### config.mk
export PLATFORM = sky130hd
export DESIGN_NAME = channel_llr_loader
export DESIGN_NICKNAME = d
export VERILOG_FILES = /design/src/rtl/channel_llr_loader.sv
export SDC_FILE = /design/constraint.sdc
export NUM_CORES = 2
export LEC_CHECK = 0
export ABC_AREA = 1
export BUFFER_PORTS_ARGS = -buffer_cell sky130_fd_sc_hd__buf_2
export CELL_PAD_IN_SITES_DETAIL_PLACEMENT = 2
export CELL_PAD_IN_SITES_GLOBAL_PLACEMENT = 2
export CORE_ASPECT_RATIO = 1.1
export CORE_UTILIZATION = 36
export CTS_CLUSTER_DIAMETER = 50
export CTS_CLUSTER_SIZE = 25
export DETAILED_ROUTE_END_ITERATION = 10
export PLACE_DENSITY = 0.9
export SETUP_SLACK_MARGIN = 0.5
export SLEW_MARGIN = 20
export SYNTH_ARGS = -nofsm -noshare
export SYNTH_HDL_FRONTEND = slang
export SYNTH_SLANG_ARGS = --single-unit
export TNS_END_PERCENT = 10
### constraint.sdc
create_clock -name clk -period 11.4 [get_ports clk]
set_input_delay 2.28 -clock clk [delete_from_list [all_inputs] [get_ports clk]]
set_output_delay 2.28 -clock clk [all_outputs]
set_load 0.03 [all_outputs]
### src/rtl/channel_llr_loader.sv
// Channel LLR loader: quantises a serial soft-sample stream and packs Z samples per lifted column
// into a ping-pong buffer pair. Optional LLR_PUNCTURE_EN emits the first two columns as zero LLRs.
module channel_llr_loader #(
    parameter int unsigned Z          = 56,
    parameter int unsigned IN_WIDTH   = 8,
    parameter int unsigned DATA_WIDTH = 6,
    parameter int unsigned SHIFT      = 2,
    parameter int unsigned MAX_COLS   = 68
) (
    input  logic                         clk,
    input  logic                         rst_n,
    input  logic                         start,
    input  logic [6:0]                   num_cols,
    input  logic signed [IN_WIDTH-1:0]   in_llr,
    input  logic                         in_valid,
    output logic                         in_ready,
    output logic [Z*DATA_WIDTH-1:0]      channel_llr,
    output logic                         channel_llr_valid,
    input  logic                         channel_llr_ready,
    output logic [6:0]                   col_idx,
    output logic                         col_last,
    output logic                         busy,
    output logic                         done
);

    localparam int unsigned COL_W  = Z * DATA_WIDTH;
    localparam int unsigned ELEM_W = (Z > 1) ? $clog2(Z) : 1;
    localparam int unsigned QW     = IN_WIDTH + 1;
    localparam logic signed [QW-1:0] RND  = QW'((1 << SHIFT) >> 1);
    localparam logic signed [QW-1:0] QMAX = QW'((1 << (DATA_WIDTH - 1)) - 1);
    localparam logic signed [QW-1:0] QMIN = -QMAX;

    typedef enum logic [1:0] {IDLE, PUNCT, FILL, DRAIN} state_t;

    state_t                  state;
    logic [COL_W-1:0]        col_buf [2];
    logic [1:0]              full;
    logic                    wp;
    logic                    rp;
    logic [ELEM_W-1:0]       elem;
    logic [6:0]              prod;
    logic [6:0]              ncols;

    logic signed [QW-1:0]         t_sum;
    logic signed [QW-1:0]         t_shift;
    logic signed [DATA_WIDTH-1:0] q;
    logic                         take;
    logic                         accept;
    logic                         start_ok;
    logic                         drain_empty;
    logic [6:0]                   punct_cols;

    // Round-half-up, arithmetic shift, symmetric saturation (most-negative code never produced)
    always_comb begin
        t_sum   = $signed({in_llr[IN_WIDTH-1], in_llr}) + RND;
        t_shift = t_sum >>> SHIFT;
        if (t_shift > QMAX) begin
            q = DATA_WIDTH'(QMAX);
        end else if (t_shift < QMIN) begin
            q = DATA_WIDTH'(QMIN);
        end else begin
            q = DATA_WIDTH'(t_shift);
        end
    end

    assign in_ready          = (state == FILL) && !full[wp];
    assign channel_llr_valid = full[rp];
    assign channel_llr       = col_buf[rp];
    assign col_last          = (col_idx == (ncols - 7'd1));

    assign take        = full[rp] && channel_llr_ready;
    assign accept      = in_ready && in_valid;
    assign start_ok    = start && (num_cols != 7'd0) && (num_cols <= 7'(MAX_COLS));
    assign punct_cols  = (ncols < 7'd2) ? ncols : 7'd2;
    // Both buffers will be empty after this edge (no fills happen while draining)
    assign drain_empty = ((full & ~(take ? (2'b01 << rp) : 2'b00)) == 2'b00);

    always_ff @(posedge clk or negedge rst_n) begin
        if (!rst_n) begin
            state      <= IDLE;
            col_buf[0] <= '0;
            col_buf[1] <= '0;
            full       <= 2'b00;
            wp         <= 1'b0;
            rp         <= 1'b0;
            elem       <= '0;
            prod       <= 7'd0;
            ncols      <= 7'd0;
            col_idx    <= 7'd0;
            busy       <= 1'b0;
            done       <= 1'b0;
        end else begin
            done <= 1'b0;

            // Hand-off side runs independently of the fill state
            if (take) begin
                full[rp] <= 1'b0;
                rp       <= ~rp;
                col_idx  <= col_idx + 7'd1;
            end

            case (state)
                IDLE: begin
                    if (start_ok) begin
                        ncols   <= num_cols;
                        prod    <= 7'd0;
                        elem    <= '0;
                        col_idx <= 7'd0;
                        busy    <= 1'b1;
`ifdef LLR_PUNCTURE_EN
                        state   <= PUNCT;
`else
                        state   <= FILL;
`endif
                    end
                end
                PUNCT: begin
                    if (!full[wp]) begin
                        col_buf[wp] <= '0;
                        full[wp]    <= 1'b1;
                        wp          <= ~wp;
                        prod        <= prod + 7'd1;
                        if ((prod + 7'd1) == punct_cols) begin
                            state <= (ncols > punct_cols) ? FILL : DRAIN;
                        end
                    end
                end
                FILL: begin
                    if (accept) begin
                        col_buf[wp][elem*DATA_WIDTH +: DATA_WIDTH] <= q;
                        if (elem == ELEM_W'(Z - 1)) begin
                            full[wp] <= 1'b1;
                            wp       <= ~wp;
                            elem     <= '0;
                            prod     <= prod + 7'd1;
                            if ((prod + 7'd1) == ncols) begin
                                state <= DRAIN;
                            end
                        end else begin
                            elem <= elem + 1'b1;
                        end
                    end
                end
                DRAIN: begin
                    if (drain_empty) begin
                        done  <= 1'b1;
                        busy  <= 1'b0;
                        state <= IDLE;
                    end
                end
                default: state <= IDLE;
            endcase
        end
    end

endmodule

After elaboration in Yosys (flattened, before gate mapping):

Cells that the tools add are included.

* word-level logic and storage cells: 140
* register bits: 707
* input bits: 20
* output and inout bits: 348

* multiplexer cells: 58
* equal/unequal tests: 14
* multipliers: 1
* bitwise gates (word level): 11
* magnitude comparators: 12
* shift operators: 3
* add/subtract/negate cells: 6
* reduce and logical (&&, ||, !) cells: 23

Operators with widths (count)
* 2-to-1 mux 336 bit: 5
* 2-to-1 mux 672 bit: 2
* case mux 672 bit (2 select lines): 1
* AND 672 bit: 1
* bitwise mux 672 bit: 1
* demux 336 bit (select 1 bit): 2
* inverter 672 bit: 1
* variable shift 6 x 34 -> 336 bit, first input constant: 1
* variable part select 6 x 34 -> 336 bit: 1
* 2-to-1 mux 7 bit: 8
* negation 9 -> 34 bit: 1
* 2-to-1 mux 6 bit: 5
* 2-to-1 mux 2 bit: 12
* == test 7 bit: 3
* case mux 7 bit (3 select lines): 1
* adder 7 x 1 -> 7 bit, second input constant: 2
* 2-to-1 mux 1 bit: 14
* case mux 6 bit (2 select lines): 1
* != test 2 bit, second input constant: 5
* adder 8 x 3 -> 9 bit, second input constant: 1
* AND reduction 3 bit: 3
* logical AND 1 bit: 8
* multiplier 6 x 2 -> 8 bit, second input constant: 1
* case mux 2 bit (4 select lines): 1
* other kinds (33): 47

Longest topological paths before layout:

* depth after elaboration: 11
* mapped depth: 26
* gate-level depth less buffers: 25

Worst setup path before layout:

No wires, ideal clock.

* path kind: reg2out
* from: register ncols[0]
* to: output port col_last
* cell stages (with the launch flop): 9
* data arrival time: 2.690 ns
* slack: 6.430 ns
* data required time: 9.120 ns
* cell sequence: dfrtp_1 > inv_1 > ha_1 > nand2_1 > xnor2_1 > o21ai_0 > a21oi_1 > o211ai_1 > a2111oi_0

* word-level cells in the longest chain between the ends: 2

Ends and longest elaborated chain
* start, declared: RTL line 42 `logic [6:0] ncols;`
* start signal, assigned: RTL line 105 `ncols <= num_cols;`
* subtractor 7 x 1 -> 7 bit: RTL line 69 `assign col_last = (col_idx == (ncols - 7'd1));`
* == test 7 bit: RTL line 69
* end, declared: RTL line 21 `output logic col_last,`

Every way passes these cells.

Final worst setup path:

* from: register wp
* to: register col_buf[631] (netlist name)

* word-level cells in the longest chain between the ends: 9

Ends and longest elaborated chain
* start, declared: RTL line 38 `logic wp;`
* start signal, assigned: RTL line 121 `wp <= ~wp;`
* start signal, assigned: RTL line 133 `wp <= ~wp;`
* inverter 1 -> 2 bit (implied by the code): RTL line 119, 130
* >= comparator 2 bit (implied by the code) or less-than comparator 2 x 1 -> 1 bit (tied branches): RTL line 119, 130
* logical AND 1 bit (implied by the code): RTL line 119, 130
* 2-to-1 mux 336 bit (implied by the code): RTL line 119 `col_buf[wp] <= '0;`
* demux 336 bit (select 1 bit): RTL line 119
* inverter 672 bit (no source line)
* AND 672 bit (no source line)
* 2-to-1 mux 672 bit: RTL line 118 `if (!full[wp]) begin`
* case mux 672 bit (2 select lines): RTL line 102 `case (state)`
* end signal, assigned by index: RTL line 130 `col_buf[wp][elem*DATA_WIDTH +: DATA_WIDTH] <= q;`
* end, declared: RTL line 36 `logic [COL_W-1:0] col_buf [2];`

Parallel ways exist; a longest one is shown, timed or not. The select of a mux whose other input is x is not followed.
A chain may end at the register's enable or synchronous reset.

==> metrics.yaml <==
power_and_ir_drop:
  switching_share_pct: 56.6
  seqPwrFrac_pct: 20.9
  pwr-share-comb_pct: 49.5
  clockPowerShare_pct: 29.6
  ir_drop_mv: 0.272
  power.net_switching_mw: 7.34
  power_density_mw_per_mm2: 277
  p_leak_nw: 24.3
  p_int_mw: 5.63
global_routing:
  grt.total_usage_pct: 41.7
  globalRoute.totalOverflow: 0
  grt_pass1_wl_mm: 352
  antenna_found_initial: 16
  grt_pass1_vias: 53600
  grt_max_degree: 185
place:
  hpwlAfterDp_mm: 135
  port_buffers: 366
  routabilityCongestion: 0.917
timing:
  min_period_over_period_pct: 62.5
  grt_setup_unrepaired: "no"
  maxSlewHeadroom_pct: 21.4
  hold_viol: 0
  worst_slew_pin_slew_ns: 1.18
  drv_slew: 0
  skew_ns: 0.0416
  fmax_ghz: 0.140
  setup-tns-final_ns: 0
  setup_viol: 0
  min_period_ns: 7.13
worst_setup_path:
  critical-path-top-delay-family: "buffers and inverters"
  crit_path_frequent_cell: "buf_4"
  cpPeakStageDelay_ns: 0.96
  crit_slowest_cell: "buf_4"
  cp-start-kind: "flip-flop"
  required_ns: 11.99
  crit_type: "flip-flop to flip-flop"
  crit_buf_inv: 8
  worst_setup_path_end_kind: "flip-flop"
  worst-endpoint-arrival_ns: 7.72
  cp_cell_sequence: "buf_4 -> inv_2 -> nor2_1 -> nor2_1 -> nor2_1 -> nand2_1 -> buf_4 -> nand2_2 -> inv_2 -> buf_4 -> buf_4 -> nor2_4 -> buf_4 -> buf_4 -> o21ai_0 -> nand2_1 -> o21ai_0"
  crit_fanout: 70
drt:
  drt-wirelength-per-cell_um: 31.0
  viasPerCell: 6.13
  drc: 0
  drt_first_pass_iters: 5
  routed_wl_mm: 238
  vias: 47000
  drt_iter0_markers: 4083
  ant_nets: 0
outcome:
  status: "completed"
cts:
  clockRootBuffer: "clkbuf_16"
  clockBufferDepth: 3
  cts_buffers: 108
  postCtsSetupBuffers: 0
  tritoncts: "done"
  clk_latency_ns: 0.78
  cts_hold_buf: 0
  clkTransAtPathRegs_ns: 0.07
  htree_levels: 3
  clkSinkCount: 707
  cts_resized: 0
die:
  die_h_um: 352
  design.die.area_mm2: 0.112
  num_rows: 127
  core_area_mm2: 0.110
  fp.dieW_um: 320
  pin_count: 368
  start_util_pct: 36.5
synthesis:
  synth_common_cells: "nand2_1 (3,062), dfrtp_1 (707), nor2_1 (479)"
  async_flop_share_pct: 100
  ys_seq_area_share_pct: 44.2
  syn_area_mm2: 0.0400
  synth.distinct_cells: 56
  syn_nets: 5989
  netlist_instances: 5949
  yosysTopAreaCell: "dfrtp_1"
  synth_area_leaders: "dfrtp_1 (44%), nand2_1 (29%), nand3_1 (4.6%), nor2_1 (4.5%), o21ai_0 (3.0%)"
  yosysWarnings: 0
  yosysMostFrequentCell: "nand2_1"
  synth_top_area_share_pct: 44.2
  synth-seq-cells: 707
  avgSynthCellArea_um2: 6.73
  synth_top_flop_cell: "dfrtp_1"
  synth_edf_count: 0
worst_hold_path:
  hold_path_class: "flip-flop to flip-flop"
finish:
  drive_above_1_share_pct: 12.0
  nFillCells: 12800
  multi_input_area_mm2: 0.0204
  area_delta_synth_final_pct: 17.0
  finish.net_count: 6197
  post-route-util_pct: 42.7
  seqCellArea_mm2: 0.0177
run:
  drv_cap: 0
==> per-layer routing <==
layer,wire length (µm),GRT usage [%]
met5,137,0
met4,23700,37.5
met3,17700,8.59
met2,112000,69.3
met1,84000,45.2
==> registers in the layout (all words and copies together), names as in the netlist <==
register / flops
col_buf: 672
prod: 7
done: 1
rp: 1
elem: 6
wp: 1
state: 2
busy: 1
ncols: 7
col_idx: 7
full: 2
==> cell usage in the layout (no fill, tap or decap), types with 20 or more instances in the layout <==
cell type / netlist / layout
dfrtp_1: 707 / 705
nand4_1: 122 / 122
o21ai_1: 136 / 136
a22o_1: 32 / 32
nor3_1: 79 / 79
nor2_4: 16 / 20
buf_2: 58 / 365
nand2_1: 3062 / 3061
o21ai_0: 237 / 237
clkbuf_16: 0 / 112
nand3_1: 368 / 368
nand3b_1: 32 / 32
nor2_1: 479 / 475
nor2_2: 38 / 38
buf_4: 4 / 51
inv_1: 151 / 147
==> cell families (layout without fill, tap and decap cells) <==
| logic type | after synthesis | in the layout | share of synthesized area (%) |
|---|---|---|---|
| and+or+nand+nor | 4247 | 4247 | 43.4 |
| other | 0 | 2 | 0 |
| xor gates and xnor gates | 22 | 22 | 0.529 |
| adders and majority gates | 20 | 20 | 0.644 |
| buffers and inverters | 499 | 803 | 4.98 |
| muxes | 1 | 1 | 0.0250 |
| AOI/OAI and AO/OA | 453 | 453 | 6.19 |
| DFF | 707 | 707 | 44.2 |
==> worst min-delay path: cells and delay by family, from the launching register on <==
kind	cells	cell delay, ns
AND/OR/NAND/NOR	2	0.11
flip-flops	1	0.35
==> power by group through the flow <==
| stage | combinational [mW] | sequential, mW | clock [mW] |
|---|---|---|---|
| 2_1_floorplan | 3.45 | 2.66 | 0 |
| 3_3_place_gp | 5.57 | 2.73 | 0 |
| 3_5_place_dp | 5.78 | 2.74 | 0 |
| 4_1_cts | 6.04 | 2.70 | 3.85 |
| 5_1_grt | 6.43 | 2.71 | 3.93 |
| 6_report | 6.42 | 2.70 | 3.84 |
==> metrics by stage <==
stage | power [mW] | hold WS (ns) | instances | worst slack (ns) | instance area [µm²]
5_1_grt | 13.1 | 0.498 | 7672 | 4.34 | 46800
3_3_place_gp | 8.30 | 0.453 | 7465 | 4.77 | 42800
3_5_place_dp | 8.51 | 0.462 | 7466 | 4.70 | 42800
2_1_floorplan | 6.11 | 0.442 | 5949 | 6.43 | 40000
6_report | 13.0 | 0.479 | 7674 | 4.27 | 46800
4_1_cts | 12.6 | 0.478 | 7672 | 4.64 | 46800
==> path summary, 6_finish.rpt <==
path	endpoint	slack [ns]	from	cells past startpoint
worst max register to register	col_buf[631]$_DFFE_PN0P_	4.27	wp$_DFFE_PN0P_	17
worst min register to register	col_buf[242]$_DFFE_PN0P_	0.48	col_buf[242]$_DFFE_PN0P_	2
worst min-delay path	col_buf[242]$_DFFE_PN0P_	0.48	col_buf[242]$_DFFE_PN0P_	2
worst max-delay path	col_buf[631]$_DFFE_PN0P_	4.27	wp$_DFFE_PN0P_	17
max in group asynchronous	rp$_DFFE_PN0P_	7.13	rst_n	3
min in group asynchronous	col_buf[591]$_DFFE_PN0P_	1.58	rst_n	1
==> layout make-up <==
type	instances	area share (%)
clock inverter	82	2.27
clock buffer	124	6.21
inverter	176	1.46
timing repair buffer	421	4.92
tap	1419	3.79
antenna	2	0.0107
sequential	707	37.8
multi-input combinational	4743	43.5
Power figures use the tool's default switching activity.
